**src/rtl/mem_port_arbiter.sv**
```systemverilog
// Single-outstanding arbiter sharing one variable-latency memory port between fetch and data.
// Data has priority; fetch gets a grant after MAX_D_STREAK back-to-back data wins.
module mem_port_arbiter #(
  parameter int unsigned MAX_D_STREAK = 4,
  parameter int unsigned TIMEOUT      = 255
) (
  input  logic        clk,
  input  logic        rst,
  input  logic        if_req,
  input  logic [31:0] if_addr,
  output logic        if_ready,
  output logic [31:0] if_rdata,
  input  logic        dm_req,
  input  logic        dm_we,
  input  logic [31:0] dm_addr,
  input  logic [31:0] dm_wdata,
  output logic        dm_ready,
  output logic [31:0] dm_rdata,
  output logic        stall_F,
  output logic        stall_M,
  output logic        mem_req,
  output logic        mem_we,
  output logic [31:0] mem_addr,
  output logic [31:0] mem_wdata,
  input  logic        mem_ready,
  input  logic [31:0] mem_rdata,
  output logic        err
);

  localparam int unsigned StreakW = (MAX_D_STREAK > 0) ? $clog2(MAX_D_STREAK + 1) : 1;
  localparam logic [StreakW-1:0] StreakMax = StreakW'(MAX_D_STREAK);
  localparam logic [7:0] WdLast = 8'(TIMEOUT - 1);

  typedef enum logic [1:0] {StIdle, StBusyI, StBusyD} state_e;

  state_e              state_q, state_d;
  logic                mem_req_q, mem_req_d;
  logic                mem_we_q, mem_we_d;
  logic [31:0]         mem_addr_q, mem_addr_d;
  logic [31:0]         mem_wdata_q, mem_wdata_d;
  logic [StreakW-1:0]  streak_q, streak_d;
  logic [7:0]          wd_q, wd_d;
  logic                err_q, err_d;

  logic busy, done, abort, fetch_due;

  assign busy      = (state_q != StIdle);
  assign done      = busy & mem_ready;
  // Completion on the last watchdog cycle takes precedence over the abort.
  assign abort     = busy & ~mem_ready & (wd_q == WdLast);
  assign fetch_due = if_req & (streak_q == StreakMax);

  always_comb begin
    state_d     = state_q;
    mem_req_d   = mem_req_q;
    mem_we_d    = mem_we_q;
    mem_addr_d  = mem_addr_q;
    mem_wdata_d = mem_wdata_q;
    streak_d    = streak_q;
    wd_d        = wd_q;
    err_d       = err_q;
    unique case (state_q)
      StIdle: begin
        if (dm_req && !fetch_due) begin
          state_d     = StBusyD;
          mem_req_d   = 1'b1;
          mem_we_d    = dm_we;
          mem_addr_d  = dm_addr;
          mem_wdata_d = dm_wdata;
          wd_d        = '0;
          if (if_req && (streak_q != StreakMax)) begin
            streak_d = streak_q + StreakW'(1);
          end
        end else if (if_req) begin
          state_d     = StBusyI;
          mem_req_d   = 1'b1;
          mem_we_d    = 1'b0;
          mem_addr_d  = if_addr;
          mem_wdata_d = '0;
          wd_d        = '0;
          streak_d    = '0;
        end
      end
      StBusyI, StBusyD: begin
        if (done || abort) begin
          state_d   = StIdle;
          mem_req_d = 1'b0;
          err_d     = err_q | abort;
        end else begin
          wd_d = wd_q + 8'd1;
        end
      end
      default: state_d = StIdle;
    endcase
  end

  always_ff @(posedge clk) begin
    if (rst) begin
      state_q     <= StIdle;
      mem_req_q   <= 1'b0;
      mem_we_q    <= 1'b0;
      mem_addr_q  <= '0;
      mem_wdata_q <= '0;
      streak_q    <= '0;
      wd_q        <= '0;
      err_q       <= 1'b0;
    end else begin
      state_q     <= state_d;
      mem_req_q   <= mem_req_d;
      mem_we_q    <= mem_we_d;
      mem_addr_q  <= mem_addr_d;
      mem_wdata_q <= mem_wdata_d;
      streak_q    <= streak_d;
      wd_q        <= wd_d;
      err_q       <= err_d;
    end
  end

  // A transaction being reset away never reports completion.
  always_comb begin
    if_ready = ~rst & (state_q == StBusyI) & (done | abort);
    dm_ready = ~rst & (state_q == StBusyD) & (done | abort);
    if_rdata = (if_ready && mem_ready) ? mem_rdata : '0;
    dm_rdata = (dm_ready && mem_ready) ? mem_rdata : '0;
    stall_F  = if_req & ~if_ready;
    stall_M  = dm_req & ~dm_ready;
  end

  assign mem_req   = mem_req_q;
  assign mem_we    = mem_we_q;
  assign mem_addr  = mem_addr_q;
  assign mem_wdata = mem_wdata_q;
  assign err       = err_q;

endmodule
```
**config.mk**
```make
export PLATFORM = sky130hd
export DESIGN_NAME = mem_port_arbiter
export DESIGN_NICKNAME = d
export VERILOG_FILES = /design/src/rtl/mem_port_arbiter.sv
export SDC_FILE = /design/constraint.sdc
export NUM_CORES = 1
export LEC_CHECK = 0
export BUFFER_PORTS_ARGS = -buffer_cell sky130_fd_sc_hd__buf_2
export CAP_MARGIN = 20
export CORE_AREA = 2 2 103 105
export DETAILED_ROUTE_END_ITERATION = 8
export DIE_AREA = 0 0 105 107
export GPL_TIMING_DRIVEN = 0
export MAX_ROUTING_LAYER = met4
export PLACE_DENSITY = 0.76
export SLEW_MARGIN = 20
export SYNTH_ARGS = -nofsm -noshare
export SYNTH_HDL_FRONTEND = slang
export SYNTH_SLANG_ARGS = --single-unit
```
**constraint.sdc**
```tcl
create_clock -name clk -period 2.15 [get_ports clk]
set_input_delay 0.43 -clock clk [delete_from_list [all_inputs] [get_ports clk]]
set_output_delay 0.43 -clock clk [all_outputs]
set_load 0.03 [all_outputs]
```
==> results.json <==
{
  "final-setup-viol-count": 48,
  "core_area_um2": 10100,
  "ir_drop_uv": 454,
  "netlist_instances": 513,
  "vias": 4804,
  "finalWorstSetupSlack_ps": -58.9,
  "fin_crit_sh_pct": 103,
  "max_slew_margin_pct": 52.4,
  "power_density_nw_per_um2": 747,
  "cts_root_buffer": "clkbuf_8",
  "die_y_um": 107,
  "cp_num_cells": 5,
  "clock_latency_ps": 350,
  "ioPinCount": 269,
  "seq_area_frac_synth_pct": 40.6,
  "critPathMaxStageDelay_ps": 450,
  "reg2reg_depth": 8,
  "fin_area_um2": 6150,
  "fmax_ghz": 0.453,
  "syn2layout_area_growth_pct": 55.8,
  "routabilityCongestion": 0.876,
  "clk_path_buf_depth": 2,
  "status": "complete, but fails checks",
  "worstMarginPinSlew_ps": 714,
  "place_inst": 914,
  "cp_max_fo": 5,
  "ctsHoldBuffers": 0,
  "grt_max_degree": 15,
  "ys_warn_count": 0,
  "required_ps": 1720,
  "first_global_vias": 4494,
  "cts_sinks": 80,
  "start_kind": "flip-flop",
  "clock_skew_ps": 15.1,
  "syn_nets": 654,
  "syn_area_per_cell_um2": 7.69,
  "critPathKind": "reg2out",
  "crit_slowest_cell": "o31a_1",
  "r2r_slack_ps": 140,
  "yosys-top-cells-area": "dfxtp_1 41%, nand2_1 11%, and2_1 10%, a311oi_1 7.1%, a21oi_1 5.3%",
  "cts_tree": "yes",
  "gr-total-overflow": 0,
  "failed_checks": "negative setup slack",
  "total_power_mw": 4.59,
  "dp_hpwl_um": 11300,
  "rsz0062_at_grt": "yes",
  "cp-startpoint": "wd_q[4]$_SDFFE_PP0P_",
  "dp_slack_ps": -372,
  "timing.rr.start": "state_q[0]$_SDFFE_PP0P_",
  "crit_buf_inv": 1,
  "place.port_buffers": 265,
  "report.final.slew_viol_count": 0,
  "r2r_end": "state_q[1]$_SDFFE_PP0P_",
  "ctsHtreeMaxLevel": 3,
  "drive_above_1_share_pct": 42.2,
  "maxCapViolCount": 0,
  "holdCritPathClass": "in2reg",
  "crit_path_end": "stall_M",
  "synth_area_leader_cell": "dfxtp_1",
  "clkTransAtPathRegs_ps": 90,
  "postLayoutCoreUtil_pct": 60.9,
  "grt_first_pass_wirelength_um": 21500,
  "via_per_inst": 5.11,
  "ys_seq_elements": 80,
  "whs_ps": 321,
  "final_net_count": 935,
  "grtUsageTotal_pct": 25.1,
  "yosys.area.top_type_share_pct": 40.6,
  "drtAntennaViolNets": 0,
  "netlist_area_um2": 3950,
  "fp.dieW_um": 105,
  "post_drt_wl_per_cell_um": 16.0,
  "drt_first_pass_iters": 4,
  "tns_ps": -767,
  "netlist-cell-type-count": 39,
  "place_area_um2": 5460,
  "arrival_ps": 1780,
  "fin_cells": 940,
  "finalCriticalPeriod_ps": 2210,
  "die_area_um2": 11200,
  "numCtsBuffers": 9,
  "cp-end-kind": "primary output",
  "drt_iter0_drc": 295,
  "rows": 37,
  "drt_wl_total_um": 15000,
  "drc": 0,
  "leakage_nw": 2.96,
  "crit_path_cell_trace": "nand3_1 > o31a_1 > nor2_4 > nor2_2 > buf_6",
  "cpLargestDelayFamily": "compound AO/OA/AOI/OAI gates",
  "antenna_found_initial": 5,
  "finalHoldViolations": 0,
  "initial_core_util_pct": 39.1
}
[worst min-delay path, stage by stage]
cell     delay [ps]
buf_2           100
nand3_1          50
a21oi_1          60
[Yosys cell counts]
cell type / count
a2111o_1: 1
a2111oi_0: 1
a211oi_1: 2
a211oi_2: 1
a21oi_1: 42
a311oi_1: 32
a31o_2: 1
a31oi_1: 1
and2_1: 66
and2b_1: 1
buf_1: 4
buf_2: 10
buf_4: 1
buf_6: 1
clkbuf_1: 27
dfxtp_1: 80
ha_1: 7
inv_1: 9
nand2_1: 111
nand2b_1: 5
nand3_1: 36
nand4_1: 4
nand4bb_2: 1
nor2_1: 39
nor2b_1: 1
nor3b_4: 1
nor4_4: 1
o211ai_1: 2
o21a_1: 2
o21ai_0: 4
o21ai_1: 1
o21bai_4: 1
o22ai_1: 2
o31a_1: 1
o31ai_1: 2
o31ai_2: 1
o32ai_1: 2
or3_1: 4
or4_1: 5
[what timing repair did]
| item | in CTS | in global routing |
|---|---|---|
| setup endpoints to repair | 68 | 69 |
| buffers inserted | 4 | 2 |
| resized for setup | 102 | 37 |
| pin swaps | 6 | 6 |
[report_power, final]
group | leakage, nW | switching, mW | internal (mW)
Combinational | 2.18 | 1.01 | 0.510
Sequential | 0.659 | 0.0976 | 1.66
Clock | 0.121 | 0.585 | 0.728
Total | 2.96 | 1.69 | 2.90
[layout make-up]
cell class,instances,area [um2]
Fill cell,940,3940
Multi-Input combinational cell,381,2220
Timing Repair Buffer,271,1630
Sequential cell,80,1610
Buffer,42,238
Tap cell,136,170
Clock buffer,11,151
Clock inverter,5,86.3
Inverter,9,36.3
Antenna cell,5,12.5
[cell families (layout without fill, tap and decap cells)]
group | count (synthesis) | after routing | synth area share [%]
simple gates | 275 | 275 | 34.1
fa+ha+maj | 7 | 7 | 2.22
buf+inv | 52 | 338 | 5.55
other cells | 0 | 5 | 0
flops | 80 | 80 | 40.6
compound gates | 99 | 99 | 17.6
[worst min path at each step]
| stage | startpoint | end | cells after the start |
|---|---|---|---|
| floorplan | streak_q[2]$_SDFFE_PP0P_ | streak_q[2]$_SDFFE_PP0P_ | 2 |
| global placement | mem_wdata[4]$_SDFFE_PP0P_ | mem_wdata[4]$_SDFFE_PP0P_ | 2 |
| detailed placement | mem_wdata[22]$_SDFFE_PP0P_ | mem_wdata[22]$_SDFFE_PP0P_ | 2 |
| CTS | dm_wdata[0] | mem_wdata[0]$_SDFFE_PP0P_ | 3 |
| global route | dm_wdata[0] | mem_wdata[0]$_SDFFE_PP0P_ | 3 |
| finish | dm_wdata[8] | mem_wdata[8]$_SDFFE_PP0P_ | 3 |
[cell usage in the layout (no fill, tap or decap), types with 5 or more instances in the layout]
cell type and count:
or4_1 5, ha_1 6, buf_2 210, buf_6 25, clkbuf_1 20, a21oi_1 42
nor2_1 34, clkbuf_8 15, buf_4 47, a311oi_1 32, diode_2 5, and2_4 11
inv_1 7, nand3_1 36, and2_1 55, dfxtp_1 76, nand2_1 111
[registers in the layout, summed over array words and instances, names as in the netlist]
name / cells
state_q: 2
streak_q: 3
mem_addr: 32
mem_wdata: 32
wd_q: 8
mem_req: 1
mem_we: 1
err: 1
[layer usage]
layer  part of all wire [%]  global-route usage (%)  vias to the layer above
met1                     37                    25.2                     2189
li1                       -                       -                     2333
met4                    4.1                    12.6                        0
met5                      0                       -                        -
met3                    7.1                    5.17                       40
met2                     52                    46.2                      242
Note: power is estimated with default switching activity, not from simulation.
